<file path="config.mk">
export PLATFORM = sky130hd
export DESIGN_NAME = i2c_write_master_flat
export DESIGN_NICKNAME = d
export VERILOG_FILES = /design/src/rtl/i2c_write_master_if.sv /design/src/rtl/i2c_write_master.sv /design/src/flat_wrapper.sv
export SDC_FILE = /design/constraint.sdc
export NUM_CORES = 1
export LEC_CHECK = 0
export CAP_MARGIN = 20
export CORE_ASPECT_RATIO = 0.6
export CORE_MARGIN = 2
export CORE_UTILIZATION = 53
export DETAILED_ROUTE_END_ITERATION = 7
export GPL_ROUTABILITY_DRIVEN = 0
export PLACE_DENSITY = 0.89
export SLEW_MARGIN = 20
export SYNTH_ARGS = -nofsm -noshare
export SYNTH_HDL_FRONTEND = slang
export SYNTH_SLANG_ARGS = --single-unit
</file>
<file path="constraint.sdc">
create_clock -name clk -period 3.4 [get_ports clk]
set_input_delay 1.02 -clock clk [delete_from_list [all_inputs] [get_ports clk]]
set_output_delay 1.02 -clock clk [all_outputs]
set_load 0.01 [all_outputs]
</file>
<file path="src/rtl/i2c_write_master_if.sv">
// Bus-side signal bundle of the I2C/SCCB write master: request, payload,
// open-drain pad controls and completion status.
interface i2c_write_master_if #(
    parameter int MAX_BYTES = 3
);
    localparam int NB_W = $clog2(MAX_BYTES + 1);

    logic                   start;
    logic [NB_W-1:0]        numBytes;
    logic [8*MAX_BYTES-1:0] dataToSend;
    logic                   sdaIn;
    logic                   sdaDriveLow;
    logic                   sclDriveLow;
    logic                   busy;
    logic                   done;
    logic                   deviceAck;

    modport master (
        input  start, numBytes, dataToSend, sdaIn,
        output sdaDriveLow, sclDriveLow, busy, done, deviceAck
    );

    modport slave (
        output start, numBytes, dataToSend, sdaIn,
        input  sdaDriveLow, sclDriveLow, busy, done, deviceAck
    );
endinterface

</file>
<file path="src/rtl/i2c_write_master.sv">
// I2C/SCCB write-transaction engine: START, 1..MAX_BYTES bytes MSB-first with
// an ACK slot each, then STOP; SCL is derived from clk in quarter-period phases.
module i2c_write_master #(
    parameter int CLK_DIV     = 4,
    parameter int MAX_BYTES   = 3,
    parameter bit IGNORE_NACK = 1'b1
) (
    input  logic               clk,
    input  logic               reset,
    i2c_write_master_if.master bus
);
    localparam int NB_W  = $clog2(MAX_BYTES + 1);
    localparam int CNT_W = $clog2(CLK_DIV);
    localparam int DW    = 8 * MAX_BYTES;

    typedef enum logic [2:0] {
        IDLE, START_A, START_B, BIT, STOP_A, STOP_B, STOP_C, FINISH
    } state_t;

    state_t          state_q, state_d;
    logic [CNT_W-1:0] cnt_q, cnt_d;
    logic [1:0]      qtr_q, qtr_d;
    logic [3:0]      bit_q, bit_d;
    logic [NB_W-1:0] byte_q, byte_d;
    logic [NB_W-1:0] nbytes_q, nbytes_d;
    logic [DW-1:0]   data_q, data_d;
    logic            sda_q, sda_d;
    logic            scl_q, scl_d;
    logic            busy_q, busy_d;
    logic            done_q, done_d;
    logic            ack_q, ack_d;

    logic            tick;
    logic [3:0]      bit_inc;
    logic [DW-1:0]   data_shift;
    logic [NB_W-1:0] nb_clamped;
    logic            last_byte;

    assign tick       = (cnt_q == CNT_W'(CLK_DIV - 1));
    assign bit_inc    = bit_q + 4'd1;
    assign data_shift = data_q >> 8;
    assign nb_clamped = (bus.numBytes > NB_W'(MAX_BYTES)) ? NB_W'(MAX_BYTES) : bus.numBytes;
    assign last_byte  = (byte_q == nbytes_q - NB_W'(1));

    always_comb begin
        state_d  = state_q;
        cnt_d    = (busy_q && !tick) ? cnt_q + CNT_W'(1) : '0;
        qtr_d    = qtr_q;
        bit_d    = bit_q;
        byte_d   = byte_q;
        nbytes_d = nbytes_q;
        data_d   = data_q;
        sda_d    = sda_q;
        scl_d    = scl_q;
        busy_d   = busy_q;
        done_d   = 1'b0;
        ack_d    = ack_q;

        case (state_q)
            IDLE: begin
                // The done cycle is spent in IDLE, so done_q blocks a back-to-back accept.
                if (bus.start && !done_q) begin
                    data_d   = bus.dataToSend;
                    nbytes_d = nb_clamped;
                    ack_d    = 1'b1;
                    byte_d   = '0;
                    cnt_d    = '0;
                    if (nb_clamped == '0) begin
                        state_d = FINISH;
                    end else begin
                        state_d = START_A;
                        busy_d  = 1'b1;
                        sda_d   = 1'b1;
                        scl_d   = 1'b0;
                    end
                end
            end
            START_A: if (tick) begin
                state_d = START_B;
                sda_d   = 1'b1;
                scl_d   = 1'b1;
            end
            START_B: if (tick) begin
                state_d = BIT;
                qtr_d   = 2'd0;
                bit_d   = 4'd0;
                scl_d   = 1'b1;
                sda_d   = ~data_q[7];
            end
            BIT: if (tick) begin
                case (qtr_q)
                    2'd0: begin
                        qtr_d = 2'd1;
                        scl_d = 1'b0;
                    end
                    2'd1: qtr_d = 2'd2;
                    2'd2: begin
                        qtr_d = 2'd3;
                        scl_d = 1'b1;
                        if (bit_q == 4'd8 && bus.sdaIn) ack_d = 1'b0;
                    end
                    default: begin
                        qtr_d = 2'd0;
                        scl_d = 1'b1;
                        if (bit_q == 4'd8) begin
                            // ack_q already reflects this byte's ACK sample from q2.
                            if (last_byte || (!IGNORE_NACK && !ack_q)) begin
                                state_d = STOP_A;
                                sda_d   = 1'b1;
                            end else begin
                                byte_d = byte_q + NB_W'(1);
                                bit_d  = 4'd0;
                                data_d = data_shift;
                                sda_d  = ~data_shift[7];
                            end
                        end else begin
                            bit_d = bit_inc;
                            sda_d = (bit_inc == 4'd8) ? 1'b0 : ~data_q[3'd7 - bit_inc[2:0]];
                        end
                    end
                endcase
            end
            STOP_A: if (tick) begin
                state_d = STOP_B;
                scl_d   = 1'b0;
                sda_d   = 1'b1;
            end
            STOP_B: if (tick) begin
                state_d = STOP_C;
                scl_d   = 1'b0;
                sda_d   = 1'b0;
            end
            STOP_C: if (tick) begin
                state_d = FINISH;
                scl_d   = 1'b0;
                sda_d   = 1'b0;
            end
            FINISH: begin
                state_d = IDLE;
                done_d  = 1'b1;
                busy_d  = 1'b0;
                sda_d   = 1'b0;
                scl_d   = 1'b0;
            end
            default: state_d = IDLE;
        endcase
    end

    always_ff @(posedge clk) begin
        if (reset) begin
            state_q  <= IDLE;
            cnt_q    <= '0;
            qtr_q    <= 2'd0;
            bit_q    <= 4'd0;
            byte_q   <= '0;
            nbytes_q <= '0;
            sda_q    <= 1'b0;
            scl_q    <= 1'b0;
            busy_q   <= 1'b0;
            done_q   <= 1'b0;
            ack_q    <= 1'b0;
        end else begin
            state_q  <= state_d;
            cnt_q    <= cnt_d;
            qtr_q    <= qtr_d;
            bit_q    <= bit_d;
            byte_q   <= byte_d;
            nbytes_q <= nbytes_d;
            sda_q    <= sda_d;
            scl_q    <= scl_d;
            busy_q   <= busy_d;
            done_q   <= done_d;
            ack_q    <= ack_d;
        end
        data_q <= data_d;
    end

    assign bus.sdaDriveLow = sda_q;
    assign bus.sclDriveLow = scl_q;
    assign bus.busy        = busy_q;
    assign bus.done        = done_q;
    assign bus.deviceAck   = ack_q;
endmodule

</file>
<file path="src/flat_wrapper.sv">
// flat-port wrapper written by rule: the top's interface ports become plain ports
module i2c_write_master_flat 
#(
    parameter int CLK_DIV     = 4,
    parameter int MAX_BYTES   = 3,
    parameter bit IGNORE_NACK = 1'b1
)
  (clk, reset, bus_start, bus_numBytes, bus_dataToSend, bus_sdaIn, bus_sdaDriveLow, bus_sclDriveLow, bus_busy, bus_done, bus_deviceAck);
  i2c_write_master_if #(.MAX_BYTES(MAX_BYTES)) bus_i ();
  input  logic clk;
  input  logic reset;
  input wire logic [$bits(bus_i.start)-1:0] bus_start;
  input wire logic [$bits(bus_i.numBytes)-1:0] bus_numBytes;
  input wire logic [$bits(bus_i.dataToSend)-1:0] bus_dataToSend;
  input wire logic [$bits(bus_i.sdaIn)-1:0] bus_sdaIn;
  output wire logic [$bits(bus_i.sdaDriveLow)-1:0] bus_sdaDriveLow;
  output wire logic [$bits(bus_i.sclDriveLow)-1:0] bus_sclDriveLow;
  output wire logic [$bits(bus_i.busy)-1:0] bus_busy;
  output wire logic [$bits(bus_i.done)-1:0] bus_done;
  output wire logic [$bits(bus_i.deviceAck)-1:0] bus_deviceAck;
  assign bus_i.start = bus_start;
  assign bus_i.numBytes = bus_numBytes;
  assign bus_i.dataToSend = bus_dataToSend;
  assign bus_i.sdaIn = bus_sdaIn;
  assign bus_sdaDriveLow = bus_i.sdaDriveLow;
  assign bus_sclDriveLow = bus_i.sclDriveLow;
  assign bus_busy = bus_i.busy;
  assign bus_done = bus_i.done;
  assign bus_deviceAck = bus_i.deviceAck;
  i2c_write_master #(.CLK_DIV(CLK_DIV), .MAX_BYTES(MAX_BYTES), .IGNORE_NACK(IGNORE_NACK)) u_core (.clk(clk), .reset(reset), .bus(bus_i));
endmodule
</file>
== After elaboration in Yosys (flattened, before gate mapping) ==
Cells that the tools add are included.
Widths: inputs -> output; s select.
Storage, ports and cells
  register bits: 44
Cells by class
  add/sub/neg operators: 5
  $lt $le $gt $ge: 2
  equality and inequality tests: 33
  muxes and demuxes: 63
  bitwise logic cells: 3
  reduce and logical (&&, ||, !) cells: 25
Operators by type and width (count)
  $mux 24: 5
  $pmux 24 s2: 1
  $mux 3: 11
  $ne 2x1->1 const B: 15
  $pmux 3 s8: 1
  $mux 2: 11
  $mux 4: 5
  $mux 1: 19
  $eq 3x3->1 const B: 4
  $reduce_and 6->1: 2
  $reduce_and 10->1: 1
  $reduce_and 5->1: 2
  $eq 4x4->1 const B: 2
  $ne 2x2->1 const B: 4
  $pmux 2 s2: 2
  $pmux 4 s2: 1
  $reduce_and 7->1: 1
  $eq 3x2->1 const B: 2
  $lt 3x6->1 const B: 1
  $pmux 1 s2: 3
  $pmux 1 s6: 1
  $pmux 2 s3: 1
  $reduce_and 3->1: 2
  $reduce_bool 2->1: 3
  20 further kinds: 31

== Depth between registers and ports, before layout ==
Gate-level depths: netlist (run 1).
  word-level depth: 10
  gate-level depth with buffers: 7
  gate-level depth less buffers: 7

== Worst setup path before layout (run 1) ==
Ideal clock, no wire load.
  kind: in2reg
  start: in bus_start
  end: reg u_core.data_q[0], enable pin
  setup time: 415 ps
  data arrival time: 2633 ps
  required time: 2985 ps
  setup slack: 352 ps
  stages: 4
  path buffers: 0
  path through: nand2b_1 -> o31ai_1 -> nand2b_1 -> a21oi_1
On the way
  longest elaborated chain between the ends: 3
RTL lines
  start: declaration: line flat_wrapper.sv:12  | input wire logic [$bits(bus_i.start)-1:0] bus_start;
  $logic_and 1x1->1: line i2c_write_master.sv:62  | if (bus.start && !done_q) begin
  $ne 2x1->1 (no line)
  $reduce_and 6->1 (no line)
  end signal: assignment: line i2c_write_master.sv:175  | data_q <= data_d;
  end: declaration: line i2c_write_master.sv:26  | logic [DW-1:0] data_q, data_d;
Every way passes these cells.
A chain may end at the register's enable or synchronous reset.

== Final worst setup path (run 1) ==
  start: in bus_start
  end: reg u_core.data_q[22], enable pin
Same word-level chain as after synthesis.

==> metrics.log, run 1 <==
INFO  metric critical_path.most_common_cell = nand2b_1
INFO  metric xor_xnor_portion_of_the_synthesized_cell_area = less than 1%
INFO  metric tightestPinTransition = about 520 ps
INFO  metric core.rowCount = 17
INFO  metric clock_tree.root_cell = clkbuf_8
INFO  metric synth_nets = between 200 and 300
INFO  metric pwr-share-clk = 23.9%
INFO  metric synth_enable_flop_cells = 24
INFO  metric cts_tree = done
INFO  metric worstPathRequired = approximately 3400 ps
INFO  metric drt_wl_total = 4630 um
INFO  metric netlist_instances = around 230
INFO  metric power.combinational.fraction = a little over a quarter
INFO  metric power.share.switching = between 30 and 40%
INFO  metric seq_power_share = between 40% and 50%
INFO  metric multiInputGateArea = 970 um2
INFO  metric grt_util_all_layers = a little over a fifth
INFO  metric drtPass1Iterations = 4
INFO  metric cts.repair.resized = 0
INFO  metric startpoint_type = input pin
INFO  metric slowest_delay = approximately 450 ps
INFO  metric worst_ir_drop_vdd = 0.258 mV
INFO  metric leakage = between 1 and 1.5 nW
INFO  metric global_route_wire_length_before_repair = between 7000 and 8000 um
INFO  metric relative_area_change_from_synthesis_to_final_layout = 22.4%
INFO  metric route.vias.total = about 1,800
INFO  metric syn-mean-instance-area = between 9 and 10 um2
INFO  metric post-route-drc-count = 0
INFO  metric outcome = completed
INFO  metric synth_adder_area_share = around 4.0%
INFO  metric final.fill_count = about 280
INFO  metric num_io_pins = 35
INFO  metric timing.final.setup_violations = 0
INFO  metric ff_latch_area = 0.00112 mm2
INFO  metric setup_total_negative_slack = 0 ps
INFO  metric reg2reg_setup_slack = ~1100 ps
INFO  metric grt_antenna_before_repair = 0
INFO  metric coreArea = around 0.0038 mm2
INFO  metric chipWidth = a little under 90 um
INFO  metric first_iter_violations = 115
INFO  metric count_of_hold_buffers_inserted_by_post_cts_repair = 0
INFO  metric total_power = ~1.6 mW
INFO  metric timing.setup.critical_path_class = in2reg
INFO  metric postCtsSetupBuffers = 0
INFO  metric post_drt_wl_per_cell = 14.8 um
INFO  metric synth_warnings = 0
INFO  metric crit_path_top_delay_cell = clkdlybuf4s50_1
INFO  metric worstHoldPathCells = 1
INFO  metric synth_top_cell_by_area = edfxtp_1
INFO  metric synth.distinct_cells = 39
INFO  metric fp.dieH = ~54 um
INFO  metric avgViaCountPerCell = ~5.7
INFO  metric reg2reg_from = u_core.state_q[0]
INFO  metric detailedPlacementHpwl = between 3000 and 4000 um
INFO  metric dominant_combinational_cell_family_by_area_after_synthesis = simple AND/OR/NAND/NOR gates
INFO  metric crit_path_end_kind = flip-flop
INFO  metric power.switching = 506 uW
INFO  metric initial_utilization = 57.3%
INFO  metric worst_case_reg_to_reg_path_depth = 5
INFO  metric synth.mux.area_fraction = roughly 5%
INFO  metric design.final.nets = 303
INFO  metric p_int = between 1 and 1.5 mW
INFO  metric grt_max_degree = 30
INFO  metric grt_setup_unrepaired = no
INFO  metric p_per_area = 618 mW/mm2
INFO  metric yosysSeqAreaShare = about half
INFO  metric ys_ff_latch = 44
INFO  metric fin_crit = 2450 ps
INFO  metric global_route.overflow_total = 0
INFO  metric synthSimpleGateAreaFrac = a little under a quarter
INFO  metric drv_slew = 0
INFO  metric hold_viol_final = 0
INFO  metric synth_compound_gate_area_share = approximately an eighth
INFO  metric min_path_type = reg2reg
INFO  metric placement.io_buffers = 34
INFO  metric combined_area_of_all_synthesized_cells = about 0.0022 mm2
INFO  metric total_clock_sinks = 44
INFO  metric h-tree-depth = 2
INFO  metric worst_setup_hold_path_clk_slew = ~80 ps
INFO  metric share_of_yosys_cell_area_claimed_by_the_top_area_cell_type = around a third
INFO  metric post-route-period-util = 72.1%
INFO  metric fraction_of_final_layout_cells_sized_beyond_drive_strength_1 = between 6 and 7%
INFO  metric maxClockFrequency = a little over 400 MHz
INFO  metric dominant_register_cell_in_the_synthesized_netlist = edfxtp_1
INFO  metric min_to = u_core.cnt_q[0]
INFO  metric numCtsBuffers = 5
INFO  metric finClkSkew = a little over 6 ps
INFO  metric crit_path_cell_chain = clkdlybuf4s50_1, nand2b_1, o31ai_1, nand2b_1, a21oi_2, buf_4
INFO  metric antennaDiodeCount = 0
INFO  metric first_global_vias = 1,610
INFO  metric critical_path.reg2reg.endpoint = u_core.byte_q[1]
INFO  metric hp-start = u_core.cnt_q[0]
INFO  metric dieArea = approximately 0.0046 mm2
INFO  metric path_max_fanout = 25
INFO  metric async_reset_ff_share = 0%
INFO  metric netlist_top_cells_area = edfxtp_1 (33%), dfxtp_1 (18%), nand2_1 (9.9%), ha_1 (4.0%), a21oi_1 (3.5%)
INFO  metric maxSlewHeadroom = roughly two thirds
INFO  metric max_cap_viol_count = 0
INFO  metric route.antenna.remaining_nets = 0
INFO  metric source_to_sink_clock_delay_at_the_later_pin_of_the_worst_skew_pair = about 300 ps
INFO  metric cp.arrival = roughly 2400 ps
INFO  metric clk_path_buf_depth = 2
## synthesized netlist by cell type (all sizes together) (2+ instances only)
library cell and instances:
nor2b 3, xnor2 2, o31ai 2, nor3 3
nand3 8, inv 9, or2 2, o21ai 12
and2 8, ha 7, nand2 57, nor2 20
buf 5, edfxtp 24, nand2b 3, and3 2
mux4 2, a21oi 15, clkbuf 6, mux2i 6
a311oi 2, or4b 2, dfxtp 20
## placed cells by master, fill, tap and decap left out, drive strengths merged, types with 2 or more instances in the layout
cell / instances
nand2: 57
clkdlybuf4s50: 34
edfxtp: 24
nor2: 20
dfxtp: 20
a21oi: 15
o21ai: 12
inv: 9
nand3: 8
and2: 8
ha: 7
mux2i: 6
clkbuf: 6
nor2b: 3
nand2b: 3
nor3: 3
buf: 3
xnor2: 2
and3: 2
o31ai: 2
or2: 2
a311oi: 2
or4b: 2
mux4: 2
## layout make-up
| class | instances | share of cell area (%) |
|---|---|---|
| Clock buffer | 6 | 2.73 |
| Clock inverter | 2 | 1.32 |
| Inverter | 9 | 1.27 |
| Multi-Input combinational cell | 169 | 36.5 |
| Sequential cell | 44 | 42.2 |
| Tap cell | 47 | 2.22 |
| Timing Repair Buffer | 37 | 13.7 |
## registers in the layout, indices dropped and copies added, names as in the netlist, 2 cells and up
name	count
u_core.nbytes_q	2
u_core.state_q	3
u_core.data_q	24
u_core.qtr_q	2
u_core.cnt_q	2
u_core.byte_q	2
u_core.bit_q	4
## how the worst max path moves through the flow
stage                         to  slack (ps)  startpoint  cells after the start
2_1_floorplan   u_core.data_q[0]         350   bus_start                      4
3_3_place_gp   u_core.data_q[19]         720   bus_start                      6
3_5_place_dp   u_core.data_q[18]         660   bus_start                      6
4_1_cts        u_core.data_q[14]         980   bus_start                      6
5_1_grt         u_core.data_q[5]         850   bus_start                      6
6_report       u_core.data_q[22]         950   bus_start                      6
## critical path, delay by kind of cell
family	cells	cell delay, ps
AND/OR/NAND/NOR	2	260
AO/OA/AOI/OAI	2	360
buffers and inverters	2	770
## power groups by stage
stage	sequential, mW	clock (mW)	combinational, mW
CTS	0.810	0.399	0.432
detailed placement	0.822	0	0.427
global route	0.823	0.422	0.479
finish	0.813	0.392	0.434
floorplan	0.779	0	0.325
global placement	0.815	0	0.414
## per-stage QoR
| step | hold WS (ps) | cell area (um2) | utilization (%) | setup slack (ps) | instances |
|---|---|---|---|---|---|
| finish | 425 | 2650 | 70.1 | 948 | 314 |
| CTS | 428 | 2650 | 70.1 | 978 | 314 |
| global placement | 406 | 2550 | 67.3 | 716 | 306 |
| global route | 437 | 2650 | 70.1 | 848 | 314 |
| detailed placement | 417 | 2550 | 67.3 | 663 | 306 |
| floorplan | 398 | 2170 | - | 352 | 233 |
## metal layers
metal | part of all wire [%] | routed length (um) | up-vias | GRT usage, %
li1 | - | - | 872 | -
met1 | 46 | 2130 | 838 | 27.9
met2 | 46 | 2130 | 67 | 35.9
met3 | 7.1 | 331 | 7 | 6.13
met4 | 0.93 | 43 | 0 | 7.03
met5 | 0 | 0 | - | 0
## cells by family after synthesis
kind of cell / count (synthesis)
AOI/OAI and AO/OA: 42
muxes: 8
and+or+nand+nor: 110
DFF: 44
buffers and inverters: 20
xor gates and xnor gates: 2
adders and majority gates: 7
Note: power is estimated with default switching activity, not from simulation.
==> run 2, diff against run 1 <==
clock period = 2.3 ns   (was 3.4 ns; I/O delays follow)
==> metrics.log, run 2 (same netlist as run 1, synthesis figures left out) <==
INFO  metric multiInputGateArea = 970 um2 (unchanged)
INFO  metric fraction_of_final_layout_cells_sized_beyond_drive_strength_1 = 7.75% (+1.4 points)
INFO  metric cp.arrival = 2220 ps (-200 ps)
INFO  metric timing.setup.critical_path_class = reg2reg
INFO  metric layout_top_registers = u_core.data_q (24), u_core.bit_q (4), u_core.state_q (3)
INFO  metric timing.final.setup_violations = 0 (unchanged)
INFO  metric power.combinational.fraction = 28.1% (+1.6 points)
INFO  metric grt_util_all_layers = 22.3% (+0.64 points)
INFO  metric detailedPlacementHpwl = 3240 um (-1.5%)
INFO  metric layout.cells.non_filler = 318 (+1.3%)
INFO  metric antennaDiodeCount = 0 (unchanged)
INFO  metric final_cell_mix = nand2_1 (57), clkdlybuf4s50_1 (34), edfxtp_1 (24), nor2_1 (20), dfxtp_1 (20)
INFO  metric h-tree-depth = 2 (unchanged)
INFO  metric path_max_fanout = 15 (-40%)
INFO  metric cts.repair.resized = 0 (unchanged)
INFO  metric setup_total_negative_slack = 0 ps (unchanged)
INFO  metric total_clock_sinks = 44 (unchanged)
INFO  metric post-route-drc-count = 0 (unchanged)
INFO  metric mostFrequentLayoutCell = nand2_1
INFO  metric min_path_type = reg2reg
INFO  metric hold-worst-slack = 429 ps (+4.06 ps)
INFO  metric relative_area_change_from_synthesis_to_final_layout = 24.5%
INFO  metric count_of_hold_buffers_inserted_by_post_cts_repair = 0 (unchanged)
INFO  metric worst_setup_hold_path_clk_slew = 90 ps (about the same)
INFO  metric power.share.switching = 30.9% (about the same)
INFO  metric grt_antenna_before_repair = 0 (unchanged)
INFO  metric final_core_util = 71.3% (+1.2 points)
INFO  metric first_iter_violations = 140 (+22%)
INFO  metric first_global_vias = 1,656 (+2.9%)
INFO  metric tightestPinTransition = 442 ps (-78.2 ps)
INFO  metric postCtsSetupBuffers = 0 (unchanged)
INFO  metric fp.dieH = 53.5 um (unchanged)
INFO  metric p_per_area = 916 mW/mm2 (+48%)
INFO  metric ff_latch_area = 0.00112 mm2 (unchanged)
INFO  metric drtPass1Iterations = 5 (+1)
INFO  metric finClkSkew = 4.71 ps (-1.49 ps)
INFO  metric clk_path_buf_depth = 2 (unchanged)
INFO  metric power.switching = 764 uW (+51%)
INFO  metric num_io_pins = 35 (unchanged)
INFO  metric grt_max_degree = 26 (-13%)
INFO  metric regMostFlops = u_core.data_q
INFO  metric avgViaCountPerCell = 5.50 (-3.1%)
INFO  metric global_route.overflow_total = 0 (unchanged)
INFO  metric fin_crit = 1980 ps
INFO  metric max_cap_viol_count = 0 (unchanged)
INFO  metric maxSlewHeadroom = 69.8% (+4.5 points)
INFO  metric dp_slack = 20.1 ps (-643 ps)
INFO  metric worst_ir_drop_vdd = 0.444 mV (+72%)
INFO  metric core.rowCount = 17 (unchanged)
INFO  metric placement.io_buffers = 34 (unchanged)
INFO  metric clock_tree.root_cell = clkbuf_8
INFO  metric route.antenna.remaining_nets = 0 (unchanged)
INFO  metric maxClockFrequency = ~500 MHz
INFO  metric worstPathRequired = 2540 ps (-830 ps)
INFO  metric dieArea = 0.00464 mm2 (unchanged)
INFO  metric p_int = 1.71 mW (+51%)
INFO  metric crit_path_end_kind = flip-flop
INFO  metric pwr-share-clk = 24.1% (+0.2 points)
INFO  metric numCtsBuffers = 5 (unchanged)
INFO  metric initial_utilization = 57.3% (unchanged)
INFO  metric startpoint_type = flip-flop
INFO  metric leakage = 1.05 nW (+2.4%)
INFO  metric drt_wl_total = 4510 um (-2.7%)
INFO  metric placedCellCount = 310 (+1.3%)
INFO  metric grt_setup_unrepaired = no
INFO  metric seq_power_share = 47.8% (-1.8 points)
INFO  metric setup_slack = 322 ps (-625 ps)
INFO  metric final.fill_count = 290 (+3.9%)
INFO  metric outcome = completed
INFO  metric chipWidth = 86.6 um (unchanged)
INFO  metric global_route_wire_length_before_repair = 7710 um (+3.1%)
INFO  metric source_to_sink_clock_delay_at_the_later_pin_of_the_worst_skew_pair = 300 ps (about the same)
INFO  metric route.vias.total = 1,750 (-1.9%)
INFO  metric cts_tree = done
INFO  metric coreArea = 0.00379 mm2 (unchanged)
INFO  metric largest_register_ff_count = 24 (unchanged)
INFO  metric post_drt_wl_per_cell = 14.2 um (-3.9%)
INFO  metric post-route-period-util = between 80% and 90%
INFO  metric design.final.nets = 307 (+1.3%)
INFO  metric hold_viol_final = 0 (unchanged)
INFO  metric drv_slew = 0 (unchanged)
## run 2: cell count changes in the layout (fill, tap and decap cells not counted), sizes merged
cell,before,now
clkbuf,6,5
buf,3,7
clkinv,1,2
## run 2: worst paths after layout
| kind | from | to | slack, ps | cells past startpoint |
|---|---|---|---|---|
| max | u_core.state_q[1] | u_core.byte_q[1] | 320 | 5 |
| min | u_core.cnt_q[0] | u_core.cnt_q[0] | 430 | 1 |
| min reg2reg | u_core.cnt_q[0] | u_core.cnt_q[0] | 430 | 1 |
| max reg2reg | u_core.state_q[1] | u_core.byte_q[1] | 320 | 5 |
## run 2: worst max-delay path, cell delays in order (launching register included)
cell and delay [ps]:
dfxtp_1 610, nand2_1 180, or2_2 360, nor2_1 170, or4b_1 450, a21oi_1 150
## run 2: power groups by stage
stage	combinational [mW]	sequential, mW	clock [mW]
2_1_floorplan	0.484	1.15	0
3_3_place_gp	0.672	1.19	0
3_5_place_dp	0.691	1.20	0
4_1_cts	0.695	1.18	0.606
5_1_grt	0.774	1.20	0.638
6_report	0.695	1.18	0.597
## run 2: metrics by stage
stage	instance area (um2)	total power, mW
finish	2700	2.47
global route	2700	2.62
CTS	2700	2.48
detailed placement	2590	1.89
global placement	2590	1.86
floorplan	2170	1.63
## run 2: layout make-up
class,count,area share (%)
Inverter,9,1.25
Clock inverter,3,1.58
Clock buffer,5,2.55
Multi-Input combinational cell,169,35.9
Timing Repair Buffer,41,15.0
Tap cell,47,2.18
Sequential cell,44,41.5
## run 2: layer usage
metal	global-route usage (%)	up-vias	routed length [um]
li1	-	877	-
met1	31.0	785	2120
met2	33.3	78	1950
met3	5.67	10	354
met4	9.90	0	89
met5	0	-	0
